## config.mk

```make
export PLATFORM = sky130hd
export DESIGN_NAME = sync_fifo_param
export DESIGN_NICKNAME = d
export VERILOG_FILES = /design/src/rtl/fifo_pkg.sv /design/src/rtl/fifo_ram.sv /design/src/rtl/sync_fifo_param.sv
export SDC_FILE = /design/constraint.sdc
export NUM_CORES = 1
export LEC_CHECK = 0
export BUFFER_PORTS_ARGS = -buffer_cell sky130_fd_sc_hd__buf_4
export CORE_UTILIZATION = 60
export DETAILED_ROUTE_END_ITERATION = 8
export PLACE_DENSITY = 0.78
export SLEW_MARGIN = 10
export SYNTH_ARGS = -nofsm -noshare
export SYNTH_HDL_FRONTEND = slang
export SYNTH_SLANG_ARGS = --single-unit
```

## constraint.sdc

```tcl
create_clock -name clk -period 4.1 [get_ports clk]
set_clock_uncertainty 0.2 [all_clocks]
set_input_delay 0.41 -clock clk [delete_from_list [all_inputs] [get_ports clk]]
set_output_delay 0.41 -clock clk [all_outputs]
set_load 0.05 [all_outputs]
```

## src/rtl/fifo_pkg.sv

```systemverilog
// fifo_pkg: shared defaults, address-width helper and pointer type for sync_fifo_param.
package fifo_pkg;
    localparam int DEF_DATA_W = 8;
    localparam int DEF_DEPTH  = 16;

    function automatic int addr_w(input int depth);
        return (depth <= 2) ? 1 : $clog2(depth);
    endfunction

    typedef logic [addr_w(DEF_DEPTH):0] def_ptr_t;
endpackage

```

## src/rtl/fifo_ram.sv

```systemverilog
// fifo_ram: DEPTH x DATA_W storage with one synchronous write port and one asynchronous read port.
module fifo_ram #(
    parameter int DATA_W = 8,
    parameter int DEPTH  = 16,
    parameter int ADDR_W = 4
) (
    input  logic              clk,
    input  logic              we,
    input  logic [ADDR_W-1:0] waddr,
    input  logic [DATA_W-1:0] wdata,
    input  logic [ADDR_W-1:0] raddr,
    output logic [DATA_W-1:0] rdata
);
    logic [DATA_W-1:0] mem [DEPTH];

    always_ff @(posedge clk) begin
        if (we) mem[waddr] <= wdata;
    end

    assign rdata = mem[raddr];
endmodule

```

## src/rtl/sync_fifo_param.sv

```systemverilog
// sync_fifo_param: parametrised single-clock FIFO with count, thresholds and error pulses.
// Define SYNC_FIFO_FWFT_EN for first-word-fall-through output; default is registered 1-cycle read.
module sync_fifo_param
    import fifo_pkg::*;
#(
    parameter int DATA_W   = DEF_DATA_W,
    parameter int DEPTH    = DEF_DEPTH,
    parameter int AF_LEVEL = DEPTH - 2,
    parameter int AE_LEVEL = 2,
    localparam int ADDR_W  = addr_w(DEPTH)
) (
    input  logic              clk,
    input  logic              rst,
    input  logic              write_en,
    input  logic              read_en,
    input  logic [DATA_W-1:0] data_in,
    output logic [DATA_W-1:0] data_out,
    output logic              full,
    output logic              empty,
    output logic              almost_full,
    output logic              almost_empty,
    output logic [ADDR_W:0]   count,
    output logic              overflow,
    output logic              underflow
);
    typedef logic [ADDR_W:0] ptr_t;

    ptr_t              wr_ptr_q, wr_ptr_d, rd_ptr_q, rd_ptr_d;
    logic              ovf_q, ovf_d, unf_q, unf_d;
    logic              rd_acc, wr_acc;
    logic [DATA_W-1:0] rd_data;

    // Wrap bit distinguishes full from empty when the indices coincide.
    assign count        = wr_ptr_q - rd_ptr_q;
    assign empty        = wr_ptr_q == rd_ptr_q;
    assign full         = (wr_ptr_q[ADDR_W-1:0] == rd_ptr_q[ADDR_W-1:0]) &&
                          (wr_ptr_q[ADDR_W] != rd_ptr_q[ADDR_W]);
    assign almost_full  = int'(count) >= AF_LEVEL;
    assign almost_empty = int'(count) <= AE_LEVEL;
    assign overflow     = ovf_q;
    assign underflow    = unf_q;

    always_comb begin
        rd_acc   = read_en && !empty;
        wr_acc   = write_en && (!full || rd_acc);
        wr_ptr_d = wr_acc ? wr_ptr_q + ptr_t'(1) : wr_ptr_q;
        rd_ptr_d = rd_acc ? rd_ptr_q + ptr_t'(1) : rd_ptr_q;
        ovf_d    = write_en && !wr_acc;
        unf_d    = read_en && !rd_acc;
    end

    always_ff @(posedge clk) begin
        if (rst) begin
            wr_ptr_q <= '0;
            rd_ptr_q <= '0;
            ovf_q    <= 1'b0;
            unf_q    <= 1'b0;
        end else begin
            wr_ptr_q <= wr_ptr_d;
            rd_ptr_q <= rd_ptr_d;
            ovf_q    <= ovf_d;
            unf_q    <= unf_d;
        end
    end

`ifdef SYNC_FIFO_FWFT_EN
    assign data_out = empty ? '0 : rd_data;
`else
    logic [DATA_W-1:0] dout_q, dout_d;

    always_comb dout_d = rd_acc ? rd_data : dout_q;

    always_ff @(posedge clk) begin
        if (rst) dout_q <= '0;
        else     dout_q <= dout_d;
    end

    assign data_out = dout_q;
`endif

    fifo_ram #(
        .DATA_W(DATA_W),
        .DEPTH (DEPTH),
        .ADDR_W(ADDR_W)
    ) u_ram (
        .clk  (clk),
        .we   (wr_acc),
        .waddr(wr_ptr_q[ADDR_W-1:0]),
        .wdata(data_in),
        .raddr(rd_ptr_q[ADDR_W-1:0]),
        .rdata(rd_data)
    );
endmodule

```

==> results of run 1 <==
==> layout make-up <==
class                      instances  area (sq um)
sequential                       148          4240
tap                              133           166
multi-input combinational        201          1650
inverter                           8          30.0
clock buffer                      19           422
fill                             632          2830
timing repair buffer              39           298
clock inverter                    12           139
==> placed cells by master, fill, tap and decap left out, types with 2 or more instances in the layout <==
cell type / Yosys / routed
a21o_1: 3 / 3
a21oi_1: 3 / 3
a221oi_1: 8 / 8
a311oi_1: 8 / 8
buf_4: 4 / 37
bufinv_16: 0 / 3
clkbuf_1: 3 / 2
clkbuf_16: 0 / 16
clkinv_2: 0 / 6
clkinvlp_4: 0 / 2
dfxtp_1: 20 / 20
dlygate4sd3_1: 0 / 2
edfxtp_1: 128 / 128
ha_1: 9 / 9
inv_1: 8 / 8
mux2i_1: 50 / 50
mux4_2: 7 / 7
nand2_1: 5 / 5
nand2b_1: 2 / 2
nand3_1: 2 / 2
nand3b_1: 2 / 2
nor2_1: 39 / 39
nor2b_1: 2 / 2
nor3_1: 5 / 5
o21a_1: 2 / 2
o21ai_0: 10 / 10
o22ai_1: 16 / 16
or3_1: 2 / 2
xnor2_1: 4 / 4
xor2_1: 3 / 3
==> path summary, 6_finish.rpt <==
path	depth (start not counted)	endpoint	start
hold reg to reg	2	data_out[0]$_SDFFE_PP0P_	data_out[0]$_SDFFE_PP0P_
setup / recovery	9	almost_empty	rd_ptr_q[0]$_SDFFE_PP0P_
setup reg to reg	6	u_ram.mem[9][6]$_DFFE_PP_	rd_ptr_q[3]$_SDFFE_PP0P_
hold / removal	2	rd_ptr_q[1]$_SDFFE_PP0P_	rst
==> kinds of logic after synthesis <==
| kind of cell | synth area share (%) |
|---|---|
| AOI/OAI and AO/OA | 6.98 |
| adders and majority gates | 2.19 |
| DFF | 70.2 |
| xor gates and xnor gates | 1.55 |
| and+or+nand+nor | 5.20 |
| buffers and inverters | 2.53 |
| muxes | 11.3 |
==> registers in the layout, indices dropped and copies added, names as in the netlist <==
name,flops
rd_ptr_q,5
u_ram.mem,128
data_out,8
wr_ptr_q,5
underflow,1
overflow,1
==> power by group through the flow <==
| stage | clock network [W] | registers, W | logic [W] |
|---|---|---|---|
| floorplan | 0 | 0.00180 | 0.000409 |
| global placement | 0 | 0.00173 | 0.000661 |
| detailed placement | 0 | 0.00173 | 0.000672 |
| CTS | 0.00148 | 0.00170 | 0.000678 |
| global route | 0.00154 | 0.00170 | 0.000723 |
| finish | 0.00146 | 0.00170 | 0.000681 |
==> per-layer routing <==
layer,up-vias,GRT usage [%]
li1,1548,-
met1,1677,35.6
met2,171,38.1
met3,17,6.16
met4,0,14.6
met5,-,0
==> worst register-to-register path, stage by stage (launching register included) <==
cell	delay, ns
dfxtp_1	0.60
inv_1	0.16
ha_1	0.37
nand4_1	0.34
o31a_1	0.32
nand2_1	0.20
nor2_1	0.61
==> timing repair <==
item	CTS	global route
hold endpoints to repair	1	0
hold buffers	2	0
gates resized for setup	0	0
endpoints found under the setup margin	0	0
==> stage by stage <==
stage / hold slack, ns / util, % / std cells
final: 0.0284 / 71.1 / 560
after global routing: 0.0112 / 71.1 / 560
after detailed placement: 0.295 / 65.1 / 527
after CTS: 0.00825 / 71.1 / 560
after floorplan: 0.286 / - / 374
after global placement: 0.291 / 65.1 / 527
==> metrics.md, run 1 <==
| Metric | Value |
|---|---|
| DIE AREA | `10500 sq um` |
| Setup crit end kind | `primary output` |
| Leakage power | `2.26 nW` |
| I/O pin count | `31` |
| Fraction of registers with async set/reset | `0%` |
| CP dominant cell by count | `buf_4` |
| Net Count, Synth | `396` |
| DRC viols | `0` |
| Total global-route track usage | `25.8%` |
| Max layer used | `met4` |
| WL/cell | `21.8 microns` |
| Synthesized cell area | `6040 sq um` |
| Number of post-CTS setup repair buffers | `0` |
| Vias per cell | `6.09` |
| Fin crit period | `3.45 ns` |
| Synth Instances | `374` |
| GR Overflow Total | `0` |
| Core area | `9770 sq um` |
| Worst-margin pin slew | `0.791 ns` |
| Final period utilization | `84.2%` |
| Sw Ratio | `27.0%` |
| Crit-path max FO | `24` |
| Post-DP HPWL | `7.85 mm` |
| Max_cap viols | `0` |
| Fmax | `290 MHz` |
| Main synth FF type | `edfxtp_1` |
| Design Power | `0.00384 W` |
| Starting Density | `61.8%` |
| CTS tree | `yes` |
| Layout cells sized above 1 | `17.8%` |
| Row count | `36` |
| Worst path cell trace | `buf_4 -> ha_1 -> inv_1 -> fa_1 -> a21o_1 -> a21oi_1 -> xnor2_1 -> a211oi_1 -> buf_4` |
| Outcome | `finished, final reports clean` |
| Top cells by count, synth | `edfxtp_1 (128), mux2i_1 (50), nor2_1 (39)` |
| Post-synth EDFFs | `128` |
| Crit path kind | `reg2out` |
| Metal2 WL | `5.63 mm` |
| Critical Path AT | `2.84 ns` |
| CTS Buffer Depth | `2` |
| Syn. warnings | `0` |
| Final WS setup | `0.647 ns` |
| First-pass DRT Iterations | `5` |
| Yosys top cell by area | `edfxtp_1` |
| Die X | `102 microns` |
| Dpl ws | `0.981 ns` |
| Worst-path clk slew | `0.06 ns` |
| Clk network pwr share | `38.1%` |
| Pwr/cell area | `553 nW/um^2` |
| Largest delay share family, worst path | `buffers and inverters` |
| CTS H-tree depth | `4` |
| Area Growth Syn to Fin | `14.9%` |
| Synth top area share | `63.6%` |
| Port Buf Inserts | `30` |
| Gp weighted congestion | `0.887` |
| Post-DP Area | `6360 sq um` |
| Fin Setup TNS | `0 ns` |
| Mean area per synthesized cell | `16.2 sq um` |
| Switching power | `0.00104 W` |
| CTS buffer count | `17` |
| Final Cell Area | `6950 sq um` |
| Gate power share | `17.7%` |
| Setup Viol. Count Final | `0` |
| First-pass GRT wire length | `18.4 mm` |
| # clock sinks | `148` |
| Reg2reg setup slack | `0.92 ns` |
| Yosys reg bits | `148` |
| Top post-synthesis cells by area | `edfxtp_1 (64%), mux2i_1 (8.3%), dfxtp_1 (6.6%), mux4_2 (2.6%), nor2_1 (2.4%)` |
| Root buffer cell | `clkbuf_8` |
| Worst Hold Class | `in2reg` |
| Vias in the first global route | `3315` |
| Worst EP required | `3.49 ns` |
| Most frequent cell after synthesis | `edfxtp_1` |
| DR iter-0 viols | `288` |
| Met1 WL | `5.25 mm` |
| CP max stage delay | `0.40 ns` |
| Met3 WL | `1.06 mm` |
| CP Launch Type | `flop` |
| Crit path buf inv count | `3` |
| Fin nets | `437` |
| Vias | `3413` |
| Slew margin rel. | `47.3%` |
| Initial antenna violation count | `0` |
| Max IR drop VDD | `365 uV` |
| Largest net degree at the start of global routing | `31` |
| Final hold vios | `0` |
| Int Pwr | `0.00281 W` |
| Pins Over Slew Limit | `0` |
| Antenna diode count | `0` |
| RSZ-0062 raised after global routing | `no` |
| Routed WL | `12.2 mm` |
| Sequential power share | `44.2%` |
| Height of the die | `102 microns` |
| Worst skew pair latency | `0.53 ns` |
| Antenna violation net count after detailed routing | `0` |
| Synth unique cells | `49` |
| Worst path slowest cell | `fa_1` |
| Seq/Total Area, Yosys | `70.2%` |
Note: power is estimated with default switching activity, not from simulation.
==> run 2: changes to the inputs <==
CORE_UTILIZATION = 55   (was 60)
PLACE_DENSITY = 0.76   (was 0.78)
clock period = 3.1 ns   (was 4.1 ns; I/O delays follow)
==> run 2 against run 1 <==
Effect of this change: via count is 1.6% higher; register-to-register slack worse by 0.52 ns; flip-flop and latch count stayed put.
==> metrics.md, run 2 (synthesized netlist as in run 1, its figures left out) <==
| Metric | Value |
|---|---|
| Fillers | `683` |
| Crit-path max FO | `7` |
| Max reg flops | `128` |
| Worst skew pair latency | `0.53 ns` |
| Antenna diode count | `0` |
| Worst-margin pin slew | `1.12 ns` |
| Vias in the first global route | `3323` |
| Fin Setup TNS | `0 ns` |
| Met3 usage | `6.50%` |
| Worst Hold Class | `reg2reg` |
| Max IR drop VDD | `440 uV` |
| Max_cap viols | `0` |
| WL/cell | `21.7 microns` |
| Layout cells sized above 1 | `21.1%` |
| Sequential power share | `42.7%` |
| Commonest non-fill, non-tap cell in the layout | `edfxtp_1` |
| Gate power share | `18.4%` |
| Routed WL | `12.6 mm` |
| Post-DP HPWL | `8.12 mm` |
| Worst EP required | `2.59 ns` |
| Outcome | `finished, final reports clean` |
| Vias per cell | `5.97` |
| Worst-path clk slew | `0.06 ns` |
| CTS Buffer Depth | `2` |
| Post-DP Area | `6430 sq um` |
| Clk network pwr share | `39.0%` |
| Pins Over Slew Limit | `0` |
| Biggest register | `u_ram.mem` |
| Final WS setup | `0.0958 ns` |
| DIE AREA | `11400 sq um` |
| Final period utilization | `96.9%` |
| Core area | `10500 sq um` |
| Largest net degree at the start of global routing | `31` |
| R2r endpoint | `u_ram.mem[4][3]$_DFFE_PP_` |
| Grt peak-use layer | `met2` |
| Met2 Usage GRT | `36.7%` |
| Dpl ws | `0.411 ns` |
| Crit path kind | `reg2out` |
| # clock sinks | `148` |
| Antenna violation net count after detailed routing | `0` |
| DRC viols | `0` |
| Starting Density | `57.5%` |
| Int Pwr | `0.00383 W` |
| Setup crit end kind | `primary output` |
| CTS buffer count | `17` |
| Design Power | `0.00527 W` |
| Root buffer cell | `clkbuf_8` |
| CTS H-tree depth | `4` |
| Fin nets | `454` |
| Setup Viol. Count Final | `0` |
| GR Util met1 | `33.1%` |
| Hold path start | `data_out[6]$_SDFFE_PP0P_` |
| Sw Ratio | `27.5%` |
| Hold Crit Endpoint | `data_out[6]$_SDFFE_PP0P_` |
| Worst hold stages | `2` |
| Leakage power | `2.35 nW` |
| Vias | `3468` |
| Slew margin rel. | `24.8%` |
| Pwr/cell area | `734 nW/um^2` |
| Final hold vios | `0` |
| Height of the die | `107 microns` |
| R2R cell count | `5` |
| First-pass DRT Iterations | `5` |
| GR Overflow Total | `0` |
| Most frequent cells in the layout | `edfxtp_1 (128), mux2i_1 (50), buf_4 (43)` |
| Hold Slack | `0.301 ns` |
| Critical Path AT | `2.49 ns` |
| CP Launch Type | `flop` |
| Launching point of the worst reg2reg path | `wr_ptr_q[3]$_SDFFE_PP0P_` |
| Final Cell Area | `7180 sq um` |
| CTS tree | `yes` |
| Initial antenna violation count | `0` |
| Die X | `107 microns` |
| RSZ-0062 raised after global routing | `no` |
| First-pass GRT wire length | `19.3 mm` |
| Switching power | `0.00145 W` |
| Area Growth Syn to Fin | `18.9%` |
| Reg2reg setup slack | `0.40 ns` |
| Gp weighted congestion | `0.836` |
| Port Buf Inserts | `30` |
| DR iter-0 viols | `278` |
| Fmax | `333 MHz` |
| Row count | `37` |
| Fin crit period | `3.00 ns` |
| I/O pin count | `31` |
| Total global-route track usage | `24.2%` |
[run 2: changes by cell type in the layout (fill, tap and decap cells not counted), sizes merged]
cell         change
dlygate4sd3     +10
buf              +7
clkinv           -3
clkinvlp         +2
clkbuf           +1
inv              +1
[run 2: stage by stage]
stage          util [%]  cells
2_1_floorplan         -    374
3_3_place_gp       61.2    534
3_5_place_dp       61.2    534
4_1_cts            68.1    578
5_1_grt            68.4    581
6_report           68.4    581
[run 2: final cells by class]
type / count / area [sq um] / area share, %
flip-flops and latches: 148 / 4250 / 59.1
multi-input cells: 201 / 1680 / 23.4
repair buffers: 56 / 454 / 6.32
clock buffers: 20 / 445 / 6.20
well taps: 136 / 170 / 2.37
clock inverters: 12 / 155 / 2.16
inverters: 8 / 30.0 / 0.418
[run 2: how the worst max path moves through the flow]
stage	slack, ns	startpoint	to	cells past startpoint
after global routing	0.003	wr_ptr_q[1]$_SDFFE_PP0P_	almost_empty	6
after global placement	0.51	wr_ptr_q[0]$_SDFFE_PP0P_	almost_empty	9
final	0.1	wr_ptr_q[1]$_SDFFE_PP0P_	almost_empty	6
after floorplan	0.004	rd_ptr_q[1]$_SDFFE_PP0P_	almost_empty	8
after CTS	0.009	wr_ptr_q[1]$_SDFFE_PP0P_	almost_full	6
after detailed placement	0.41	wr_ptr_q[0]$_SDFFE_PP0P_	almost_empty	9
[run 2: critical path, stage by stage (launching register included)]
cell and delay [ns]:
dfxtp_1 0.49, ha_1 0.31, nor2b_1 0.14, o21a_1 0.17
or3_1 0.40, a211oi_4 0.27, buf_6 0.19
[run 2: power groups by stage]
stage / clock (W) / sequential (W) / combinational, W
finish: 0.00205 / 0.00225 / 0.000968
global route: 0.00216 / 0.00225 / 0.00102
CTS: 0.00206 / 0.00225 / 0.000955
detailed placement: 0 / 0.00229 / 0.000929
global placement: 0 / 0.00229 / 0.000909
floorplan: 0 / 0.00238 / 0.000565
[run 2: what timing repair did]
item | 4_1_cts | 5_1_grt
endpoints found under the hold margin | 147 | 0
pin swaps | 0 | 1
setup buffers | 0 | 3
hold buffers | 12 | 0
endpoints found under the setup margin | 3 | 3
gates resized for setup | 4 | 3
[run 2: routing by layer]
metal  share of wire (%)  routed length (microns)  vias to the layer above
met4                 2.4                      301                        0
met1                  42                     5270                     1710
met2                  48                     6100                      156
met5                   0                        0                        -
li1                    -                        -                     1581
met3                 7.4                      928                       21
